$ cat config.mk
export PLATFORM = sky130hd
export DESIGN_NAME = can_rx_destuff
export DESIGN_NICKNAME = d
export VERILOG_FILES = /design/src/rtl/can_pkg.sv /design/src/rtl/can_destuff.sv /design/src/rtl/can_rx_destuff.sv
export SDC_FILE = /design/constraint.sdc
export NUM_CORES = 1
export LEC_CHECK = 0
export ABC_AREA = 0
export BUFFER_PORTS_ARGS = -buffer_cell sky130_fd_sc_hd__clkbuf_2
export CAP_MARGIN = 30
export CORE_MARGIN = 3
export CORE_UTILIZATION = 45
export DETAILED_ROUTE_END_ITERATION = 12
export GPL_TIMING_DRIVEN = 1
export PLACE_DENSITY = 0.7
export SETUP_SLACK_MARGIN = 0.3
export SLEW_MARGIN = 25
export SYNTH_ARGS = -nofsm -noshare
export SYNTH_HDL_FRONTEND = slang
export SYNTH_SLANG_ARGS = --single-unit
$ cat constraint.sdc
create_clock -name i_Clock -period 5.44 [get_ports i_Clock]
set_input_delay 0.816 -clock i_Clock [delete_from_list [all_inputs] [get_ports i_Clock]]
set_output_delay 0.816 -clock i_Clock [all_outputs]
set_load 0.005 [all_outputs]
$ cat src/rtl/can_pkg.sv
// Shared definitions for the CAN receive front end: FSM encoding and stuffing limits.
package can_pkg;

  typedef logic [1:0] can_state_t;

  localparam can_state_t IDLE      = 2'd0;
  localparam can_state_t RECV      = 2'd1;
  localparam can_state_t WAIT_IDLE = 2'd2;

  // Longest legal run of equal bits before a stuff bit must follow.
  localparam int unsigned STUFF_LIMIT    = 5;
  // Recessive samples needed after a frame before a new SOF is accepted.
  localparam int unsigned IDLE_RECESSIVE = 7;

endpackage

$ cat src/rtl/can_destuff.sv
// Bit timer with edge resync, mid-bit sampler and run-length/stuff-bit checker.
module can_destuff
  import can_pkg::*;
#(
  parameter int unsigned CLKS_PER_BIT = 10
) (
  input  logic i_Clock,
  input  logic i_Rst_n,
  input  logic i_Rx,        // synchronized line
  input  logic i_Rx_Edge,   // line value changes on the next clock
  input  logic i_Timer_En,  // low holds the timer at 0
  input  logic i_Start,     // SOF seen: restart the run-length tracker
  input  logic i_Check_En,  // stuff checking active (frame being received)
  output logic o_Sample,
  output logic o_Bit,
  output logic o_Stuff,
  output logic o_Error
);

  localparam int unsigned TW = $clog2(CLKS_PER_BIT);
  localparam logic [TW-1:0] LAST_CNT   = TW'(CLKS_PER_BIT - 1);
  localparam logic [TW-1:0] SAMPLE_CNT = TW'((CLKS_PER_BIT - 1) / 2);
  localparam logic [2:0]    LIMIT      = 3'(STUFF_LIMIT);

  logic [TW-1:0] timer_q;
  logic [2:0]    run_q;
  logic          last_q;
  logic          at_limit;

  // Bit timer: free-runs over one bit period, restarts on every line edge.
  always_ff @(posedge i_Clock or negedge i_Rst_n) begin
    if (!i_Rst_n) begin
      timer_q <= '0;
    end else if (!i_Timer_En || i_Rx_Edge || (timer_q == LAST_CNT)) begin
      timer_q <= '0;
    end else begin
      timer_q <= timer_q + TW'(1);
    end
  end

  assign at_limit = (run_q == LIMIT);
  assign o_Sample = i_Timer_En && (timer_q == SAMPLE_CNT);
  assign o_Bit    = i_Rx;
  assign o_Stuff  = o_Sample && i_Check_En && at_limit && (i_Rx != last_q);
  assign o_Error  = o_Sample && i_Check_En && at_limit && (i_Rx == last_q);

  // Run-length tracker: counts equal consecutive sampled bits, a stuff bit opens a new run.
  always_ff @(posedge i_Clock or negedge i_Rst_n) begin
    if (!i_Rst_n) begin
      run_q  <= '0;
      last_q <= 1'b0;
    end else if (i_Start) begin
      // last = 0 so the SOF sample itself opens a run of length 1
      run_q  <= '0;
      last_q <= 1'b0;
    end else if (o_Sample && i_Check_En) begin
      if (o_Stuff) begin
        run_q <= 3'd1;
      end else if (!at_limit) begin
        run_q <= (i_Rx == last_q) ? run_q + 3'd1 : 3'd1;
      end
      last_q <= i_Rx;
    end
  end

endmodule

$ cat src/rtl/can_rx_destuff.sv
// CAN receive front end: synchronizes the RX line, destuffs sampled bits into a frame register.
module can_rx_destuff
  import can_pkg::*;
#(
  parameter int unsigned CLKS_PER_BIT = 10,
  parameter int unsigned FRAME_BITS   = 500
) (
  input  logic                  i_Clock,
  input  logic                  i_Rst_n,
  input  logic                  i_Rx_Serial,
  output logic                  o_Ignora_Bit,
  output logic                  o_Eror_Stuffing,
  output logic                  o_Rx_DV,
  output logic [0:FRAME_BITS-1] o_Rx_Byte
);

  localparam int unsigned IW = (FRAME_BITS > 1) ? $clog2(FRAME_BITS) : 1;
  localparam logic [IW-1:0] LAST_IDX  = IW'(FRAME_BITS - 1);
  localparam logic [2:0]    IDLE_LAST = 3'(IDLE_RECESSIVE - 1);

  logic                  rx_meta_q, rx_q;
  logic                  rx_edge, sof;
  can_state_t            state_q, state_d;
  logic [IW-1:0]         index_q, index_d;
  logic [2:0]            idle_cnt_q, idle_cnt_d;
  logic [0:FRAME_BITS-1] frame_d;
  logic                  ign_d, err_d, dv_d;
  logic                  sample, samp_bit, stuff, stuff_err;

  // Two-flop synchronizer, idles recessive.
  always_ff @(posedge i_Clock or negedge i_Rst_n) begin
    if (!i_Rst_n) begin
      rx_meta_q <= 1'b1;
      rx_q      <= 1'b1;
    end else begin
      rx_meta_q <= i_Rx_Serial;
      rx_q      <= rx_meta_q;
    end
  end

  // Looking one stage ahead lets the timer read 0 in the first cycle rx shows a new level.
  assign rx_edge = (rx_meta_q != rx_q);
  assign sof     = (state_q == IDLE) && rx_q && !rx_meta_q;

  can_destuff #(
    .CLKS_PER_BIT(CLKS_PER_BIT)
  ) u_destuff (
    .i_Clock   (i_Clock),
    .i_Rst_n   (i_Rst_n),
    .i_Rx      (rx_q),
    .i_Rx_Edge (rx_edge),
    .i_Timer_En(state_q != IDLE),
    .i_Start   (sof),
    .i_Check_En(state_q == RECV),
    .o_Sample  (sample),
    .o_Bit     (samp_bit),
    .o_Stuff   (stuff),
    .o_Error   (stuff_err)
  );

  // Frame FSM: collect destuffed bits, then wait for the bus to go idle.
  always_comb begin
    state_d    = state_q;
    index_d    = index_q;
    idle_cnt_d = idle_cnt_q;
    frame_d    = o_Rx_Byte;
    ign_d      = 1'b0;
    err_d      = 1'b0;
    dv_d       = 1'b0;
    case (state_q)
      IDLE: begin
        if (sof) begin
          frame_d = '0;
          index_d = '0;
          state_d = RECV;
        end
      end
      RECV: begin
        if (sample) begin
          // Stuff check takes priority, so a stuff bit never lands in the frame.
          if (stuff) begin
            ign_d = 1'b1;
          end else if (stuff_err) begin
            err_d      = 1'b1;
            idle_cnt_d = '0;
            state_d    = WAIT_IDLE;
          end else begin
            frame_d[index_q] = samp_bit;
            if (index_q == LAST_IDX) begin
              dv_d       = 1'b1;
              idle_cnt_d = '0;
              state_d    = WAIT_IDLE;
            end else begin
              index_d = index_q + IW'(1);
            end
          end
        end
      end
      WAIT_IDLE: begin
        if (sample) begin
          if (samp_bit) begin
            if (idle_cnt_q == IDLE_LAST) begin
              state_d = IDLE;
            end
            idle_cnt_d = idle_cnt_q + 3'd1;
          end else begin
            idle_cnt_d = '0;
          end
        end
      end
      default: state_d = IDLE;
    endcase
  end

  // State, frame register and one-cycle status pulses.
  always_ff @(posedge i_Clock or negedge i_Rst_n) begin
    if (!i_Rst_n) begin
      state_q         <= IDLE;
      index_q         <= '0;
      idle_cnt_q      <= '0;
      o_Rx_Byte       <= '0;
      o_Ignora_Bit    <= 1'b0;
      o_Eror_Stuffing <= 1'b0;
      o_Rx_DV         <= 1'b0;
    end else begin
      state_q         <= state_d;
      index_q         <= index_d;
      idle_cnt_q      <= idle_cnt_d;
      o_Rx_Byte       <= frame_d;
      o_Ignora_Bit    <= ign_d;
      o_Eror_Stuffing <= err_d;
      o_Rx_DV         <= dv_d;
    end
  end

endmodule

==> results.txt, run 1 <==
----------------------------------------------------
[Place]
  Place WS ... between 2000 and 2500 ps
  Detailed placement HPWL ... 58300 µm
  I/O Buffers ... roughly 500
  RD Place Congestion ... about 0.82
  Placed cell count ... 3468

[GRT]
  Initial antenna violation count ... 3
  All-Layer GR Usage ... 32.6%
  Maximum number of pins on one net before global-route repair ... 240
  Gr ovfl total ... 0
  First-pass GRT wire length ... about 140000 µm
  Vias in the first global route ... about 21000

[Timing]
  Hold violation count in the final report ... 0
  Total setup violations reported at the end of the flow ... 0
  Relative max-transition margin ... 33.8%
  Max-slew violation count ... 0
  Worst-margin pin slew ... slightly below 1000 ps
  Crit path setup slack, layout ... a little over 2000 ps
  Final setup skew ... roughly 33 ps
  Peak clock frequency supported by timing ... between 0.2 and 0.3 GHz
  Share of the clock period used by the worst path ... 63.0%
  Unrepaired setup endpoints after global routing ... no
  Post-Route Setup TNS ... 0 ps
  Post-route minimum period ... about 3400 ps

[Clock tree]
  Clk sink count ... 527
  TritonCTS buffer count ... 57
  Maximum clock path buffer count ... 3
  Postcts setup bufs ... 0
  Number of buffers inserted for hold repair after clock tree synthesis ... 0
  Library cell used as clock root buffer ... sky130_fd_sc_hd__clkbuf_16
  H-tree Lvls ... 2
  Clock latency reported for the late side of the worst-skew pair ... 630 ps
  Gates resized, CTS repair ... 0
  TritonCTS clock tree ... yes
  Clock input transition at the sequential cells of the worst setup and hold paths ... ~60 ps

[Floorplan]
  I/O pin count ... between 500 and 600
  Area of the core ... 0.0531 mm²
  Starting density of the core ... between 40% and 50%
  Number of standard-cell rows in the floorplan ... 84
  Vert. Die Dim ... 239 µm
  Die width ... approximately 240 µm
  Die ar. ... between 0.05 and 0.06 mm²

[Final layout]
  Cell Count, Final, Fillers Out ... about 3600
  Utilization of the core after routing ... a little under three fifths
  Most frequent standard cell in the layout excluding fill and tap cells ... sky130_fd_sc_hd__o21ai_0
  Top library cells by usage in the layout, fill and taps aside ... sky130_fd_sc_hd__o21ai_0, sky130_fd_sc_hd__dfrtp_1, sky130_fd_sc_hd__clkbuf_2
  Share of layout cells above drive strength 1 ... around a quarter
  Count of nets after finishing ... between 2000 and 3000
  Area growth syn-to-layout ... 21.2%

[Route]
  Post-detailed-route DRC marker count ... 0
  WL final ... slightly below 100000 µm
  Number of vias in the routed layout ... 22700
  Count of TritonRoute iterations in the first routing pass ... 5
  1st-iter DRT viols ... 2649
  Number of routed nets with antenna violations ... 0
  Detail-routed via count per cell ... between 6 and 7
  Average wire length per cell after detail routing ... about 27 µm

[Job]
  Count of maximum capacitance violations ... 0

[Synthesis]
  Instance count of the mapped netlist ... 2553
  Warnings, synthesis ... 0
  Number of synthesized flops with an enable pin ... 0
  Share of async-settable or async-resettable flops after synthesis ... 100%
  Synthesized Nets ... approximately 2600
  Number of unique standard cell types used by synthesis ... 50
  Sequential area share after synthesis ... 54.1%
  Main flop type after synthesis ... sky130_fd_sc_hd__dfrtp_1
  Average size of a mapped cell ... 9.55 µm²
  Area of the mapped netlist ... ~0.024 mm²
  Flip-flop and latch count after synthesis ... 527

[Worst setup path]
  Type of the setup path with the least slack ... reg2reg
  CP peak stage delay ... around 890 ps
  Slowest CP cell ... sky130_fd_sc_hd__nand3_2
  Crit path max fanout ... 37
  Required time of the critical path ... about 5900 ps
  Startpoint kind of the worst setup timing path ... flop
  Endpoint arrival time on the critical path ... between 3000 and 4000 ps
  Critical path capture point type ... flop
  Crit path cell chain ... inv_1, nor3_2, and3_1, nand3_2, o21ai_0

[Status]
  Status ... completed

[Pwr]
  Power density over the cells ... just under 300 mW/mm²
  Highest ir drop seen on vdd ... ~0.00028 V
  Static power due to leakage ... ~13 nW

[Hold path]
  Type of the worst min-delay path ... in2async

----------------------------------------------------
==> flip-flops by register name (all words and copies together), names as in the netlist, 2 cells and up <==
name / flops
u_destuff.timer_q: 4
o_Rx_Byte: 500
u_destuff.run_q: 3
state_q: 2
index_q: 9
idle_cnt_q: 3
==> cells by family (layout without fill, tap and decap cells) <==
logic type | count (synthesis) | count (layout) | synth area share [%]
xor+xnor | 13 | 13 | 0.467
compound gates | 1500 | 1500 | 36.1
simple gates | 165 | 165 | 3.41
flops | 527 | 527 | 54.1
buf+inv | 337 | 684 | 5.32
fa+ha+maj | 11 | 11 | 0.564
other cells | 0 | 1 | 0
==> final timing paths <==
kind | startpoint | to | slack [ps] | cells past startpoint
setup / recovery | state_q[0] | o_Rx_Byte[354] | 2010 | 5
hold / removal | i_Rst_n | o_Rx_Byte[204] | 230 | 1
setup reg to reg | state_q[0] | o_Rx_Byte[354] | 2010 | 5
hold reg to reg | rx_meta_q | rx_q | 410 | 0
max in group asynchronous | i_Rst_n | o_Rx_Byte[394] | 3890 | 2
min in group i_Clock | i_Rx_Serial | rx_meta_q | 320 | 1
==> metrics by stage <==
stage / total power, mW / hold slack, ps / cell area [µm²]
CTS: 8.68 / 257 / 29200
detailed placement: 4.84 / 401 / 27300
global placement: 4.75 / 398 / 27000
global route: 8.96 / 289 / 29600
floorplan: 4.41 / 379 / 24400
finish: 8.71 / 226 / 29600
==> synthesized netlist by cell type, types with 4 or more instances <==
library cell | n | share of area, %
sky130_fd_sc_hd__a22o_1 | 7 | 0.25
sky130_fd_sc_hd__o2bb2ai_1 | 11 | 0.40
sky130_fd_sc_hd__and3b_1 | 4 | 0.14
sky130_fd_sc_hd__and3_1 | 10 | 0.26
sky130_fd_sc_hd__inv_1 | 12 | 0.18
sky130_fd_sc_hd__xor2_1 | 9 | 0.32
sky130_fd_sc_hd__buf_2 | 22 | 0.45
sky130_fd_sc_hd__nand2_1 | 70 | 1.1
sky130_fd_sc_hd__clkbuf_1 | 301 | 4.6
sky130_fd_sc_hd__nor2_1 | 20 | 0.31
sky130_fd_sc_hd__ha_1 | 11 | 0.56
sky130_fd_sc_hd__a31oi_1 | 25 | 0.64
sky130_fd_sc_hd__o21a_1 | 457 | 14
sky130_fd_sc_hd__nand3_1 | 27 | 0.55
sky130_fd_sc_hd__nor2b_1 | 8 | 0.21
sky130_fd_sc_hd__dfrtp_1 | 525 | 54
sky130_fd_sc_hd__o21ai_1 | 50 | 1.0
sky130_fd_sc_hd__o21ai_0 | 932 | 19
sky130_fd_sc_hd__xnor2_1 | 4 | 0.14
==> critical path, delay by kind of cell (launching register included) <==
| family | cells | cell delay [ps] |
|---|---|---|
| flip-flops | 1 | 710 |
| AO/OA/AOI/OAI | 1 | 470 |
| buffers and inverters | 1 | 130 |
| AND/OR/NAND/NOR | 3 | 1990 |
==> report_power, final <==
| group | total [mW] | switching, mW | internal (mW) |
|---|---|---|---|
| combinational | 0.839 | 0.642 | 0.196 |
| clock | 3.87 | 1.62 | 2.25 |
| sequential | 4.00 | 0.0444 | 3.95 |
| total | 8.71 | 2.31 | 6.40 |
==> metal layers <==
layer | wire length, µm | part of all wire, % | vias to the layer above | global-route usage, %
li1 | - | - | 9739 | -
met2 | 43000 | 45 | 1298 | 49.3
met3 | 11000 | 11 | 238 | 9.96
met1 | 37500 | 39 | 11400 | 43.6
met5 | 0 | 0 | - | 0
met4 | 4870 | 5.1 | 0 | 14.3
==> area by class of cell <==
type	instances	area, µm²
Tap cell	688	861
Antenna cell	1	2.50
Inverter	12	45.0
Fill cell	4646	23500
Clock buffer	93	1760
Timing Repair Buffer	571	3510
Multi-Input combinational cell	1689	10100
Sequential cell	527	13200
Clock inverter	8	101
(Power assumes the default switching activity.)
==> run 2, diff against run 1 <==
--- a/config.mk
+++ b/config.mk
@@ -5,14 +5,14 @@
 export SDC_FILE = /design/constraint.sdc
 export NUM_CORES = 1
 export LEC_CHECK = 0
-export ABC_AREA = 0
+export ABC_AREA = 1
 export BUFFER_PORTS_ARGS = -buffer_cell sky130_fd_sc_hd__clkbuf_2
 export CAP_MARGIN = 30
 export CORE_MARGIN = 3
 export CORE_UTILIZATION = 45
 export DETAILED_ROUTE_END_ITERATION = 12
 export GPL_TIMING_DRIVEN = 1
-export PLACE_DENSITY = 0.7
+export PLACE_DENSITY = 0.71
 export SETUP_SLACK_MARGIN = 0.3
 export SLEW_MARGIN = 25
 export SYNTH_ARGS = -nofsm -noshare
==> constraint.sdc (replaced) <==
create_clock -name i_Clock -period 3.1 [get_ports i_Clock]
set_input_delay 0.465 -clock i_Clock [delete_from_list [all_inputs] [get_ports i_Clock]]
set_output_delay 0.465 -clock i_Clock [all_outputs]
set_load 0.005 [all_outputs]
==> run 2 against run 1 <==
  * Sequential share of layout area shrank 4.7 points
  * Fmax is 35% higher
  * Via count rose by 29%
  * Clock power increased by 87%
  * Clock-buffer cell count is 8 lower
  * Critical path depth is 2 higher
  * Clock skew decreased by 3.6 ps
  * Critical endpoint is now o_Rx_Byte[287]
==> results.txt, run 2 <==
----------------------------------------------------
[Timing]
  Share of the clock period used by the worst path ... around 80%
  WHS ... a little under 400 ps
  Worst-margin pin slew ... 903 ps
  Hold violation count in the final report ... 0
  Post-Route Setup TNS ... 0 ps
  Final setup skew ... between 20 and 30 ps
  Peak clock frequency supported by timing ... a little under 0.4 GHz
  Relative max-transition margin ... roughly 40%
  Post-route minimum period ... 2540 ps
  Crit path setup slack, layout ... about 560 ps
  Unrepaired setup endpoints after global routing ... no
  Max-slew violation count ... 0
  Total setup violations reported at the end of the flow ... 0

[Worst setup path]
  CP peak stage delay ... 510 ps
  Startpoint kind of the worst setup timing path ... flop
  Crit path max fanout ... 17
  Crit path cell chain ... inv_1, nand2_1, inv_1, nand2_1, inv_1, nand4_1, nand2_1
  Type of the setup path with the least slack ... reg2reg
  Endpoint arrival time on the critical path ... about 3100 ps
  Critical path capture point type ... flop
  Slowest CP cell ... sky130_fd_sc_hd__nand2_1
  Required time of the critical path ... around 3600 ps

[Route]
  Detail-routed via count per cell ... slightly below 6
  Average wire length per cell after detail routing ... between 20 and 25 µm
  1st-iter DRT viols ... approximately 3900
  Post-detailed-route DRC marker count ... 0
  Count of TritonRoute iterations in the first routing pass ... 6
  WL final ... roughly 110000 µm
  Number of routed nets with antenna violations ... 0
  Number of vias in the routed layout ... 29100

[Synthesis]
  Flip-flop and latch count after synthesis ... between 500 and 600
  Number of unique standard cell types used by synthesis ... 22
  Instance count of the mapped netlist ... a little under 4000
  Most frequently used cell type in the post-synthesis netlist ... sky130_fd_sc_hd__nand2_1
  Area of the mapped netlist ... ~0.028 mm²
  Warnings, synthesis ... 0
  Share of async-settable or async-resettable flops after synthesis ... 100%
  Most common library cells after synthesis ... sky130_fd_sc_hd__nand2_1, sky130_fd_sc_hd__dfrtp_1, sky130_fd_sc_hd__nand4_1
  Post-synth top area share ... between 40% and 50%
  Synthesized Nets ... just under 4000
  Sequential area share after synthesis ... a little under half
  Main flop type after synthesis ... sky130_fd_sc_hd__dfrtp_1
  Average size of a mapped cell ... 7.18 µm²
  Cell type contributing the most total cell area after synthesis ... sky130_fd_sc_hd__dfrtp_1
  Cell types with the largest area share after synthesis ... sky130_fd_sc_hd__dfrtp_1, sky130_fd_sc_hd__nand2_1, sky130_fd_sc_hd__nand4_1
  Number of synthesized flops with an enable pin ... 0

[Final layout]
  Utilization of the core after routing ... ~54%
  Most frequent standard cell in the layout excluding fill and tap cells ... sky130_fd_sc_hd__nand2_1
  Top library cells by usage in the layout, fill and taps aside ... sky130_fd_sc_hd__nand2_1, sky130_fd_sc_hd__dfrtp_1, sky130_fd_sc_hd__nand4_1, sky130_fd_sc_hd__clkbuf_2, sky130_fd_sc_hd__o21ai_0
  Post-route standard cell area excluding fillers ... 0.0330 mm²
  Area growth syn-to-layout ... 18.8%
  Share of layout cells above drive strength 1 ... between 10% and 20%
  Count of nets after finishing ... between 4000 and 5000
  Cell Count, Final, Fillers Out ... ~5000
  Registers with the most flip-flops ... o_Rx_Byte (500), index_q (9), u_destuff.timer_q (4)
  Max reg flops ... 500
  Register ranked first by flip-flop count ... o_Rx_Byte

[GRT]
  First-pass GRT wire length ... 169000 µm
  Vias in the first global route ... between 20000 and 30000
  Gr ovfl total ... 0
  Initial antenna violation count ... 2
  All-Layer GR Usage ... 34.0%
  Maximum number of pins on one net before global-route repair ... approximately 310

[Floorplan]
  Die ar. ... between 0.06 and 0.07 mm²
  Starting density of the core ... ~46%
  Die width ... ~250 µm
  I/O pin count ... 506
  Vert. Die Dim ... between 200 and 300 µm
  Area of the core ... just over 0.06 mm²
  Number of standard-cell rows in the floorplan ... 90

[Place]
  Detailed placement HPWL ... around 65000 µm
  RD Place Congestion ... approximately 0.87
  Placed cell count ... slightly below 5000
  Place WS ... 467 ps
  I/O Buffers ... 505
  Post-detailed-placement cell area ... 0.0310 mm²

[Clock tree]
  TritonCTS buffer count ... slightly below 60
  Clock latency reported for the late side of the worst-skew pair ... 640 ps
  Postcts setup bufs ... 0
  Clk sink count ... 527
  TritonCTS clock tree ... yes
  Maximum clock path buffer count ... 3
  Clock input transition at the sequential cells of the worst setup and hold paths ... around 60 ps
  Library cell used as clock root buffer ... sky130_fd_sc_hd__clkbuf_16
  H-tree Lvls ... 2

[Pwr]
  Highest ir drop seen on vdd ... 0.000521 V
  Static power due to leakage ... roughly 18 nW
  Power density over the cells ... 532 mW/mm²
  Total design power ... between 15 and 20 mW

[Status]
  Status ... completed

[Job]
  Count of maximum capacitance violations ... 0

[Hold path]
  Type of the worst min-delay path ... reg2reg

----------------------------------------------------
run 2: critical path, delay by kind of cell (launching register included):
family	cells	cell delay [ps]
simple gates	4	1260
buf+inv	3	710
flops	1	440
run 2: cell families after synthesis:
logic type | synth area share [%]
AOI/OAI and AO/OA | 6.13
xor gates and xnor gates | 0.220
adders and majority gates | 0.495
buffers and inverters | 7.00
DFF | 47.4
and+or+nand+nor | 38.7
run 2: path summary, 6_finish.rpt:
path / start / end / slack (ps) / cells past startpoint
max: index_q[5] / o_Rx_Byte[287] / 560 / 7
min: rx_meta_q / rx_q / 390 / 0
max reg2reg: index_q[5] / o_Rx_Byte[287] / 560 / 7
min reg2reg: rx_meta_q / rx_q / 390 / 0
max in group asynchronous: i_Rst_n / o_Rx_Byte[401] / 1710 / 3
min in group asynchronous: i_Rst_n / o_Rx_Byte[3] / 400 / 2
run 2: repair_timing:
item | in CTS | in global routing
hold buffers | 2 | 0
endpoints found under the hold margin | 48 | 0
setup endpoints to repair | 0 | 26
resized for setup | 0 | 2
run 2: layout make-up:
class                           count  area (µm²)
Clock buffer                       85        1710
Fill cell                        5778       27800
Multi-Input combinational cell   2875       12900
Inverter                           78         293
Clock inverter                     19         234
Sequential cell                   527       13200
Timing Repair Buffer              607        3780
Tap cell                          782         978
Antenna cell                        1        2.50
run 2: layer usage:
layer  GRT usage, %  part of all wire, %
met5              0                    0
met4           15.9                  5.3
met3           8.92                   11
met2           50.5                   44
met1           46.6                   39
run 2: power by group:
group          total (mW)  switching (mW)  internal, mW
Clock                7.25            3.03          4.22
Sequential           7.05          0.0854          6.96
Combinational        3.28            2.77         0.507
Total                17.6            5.88          11.7
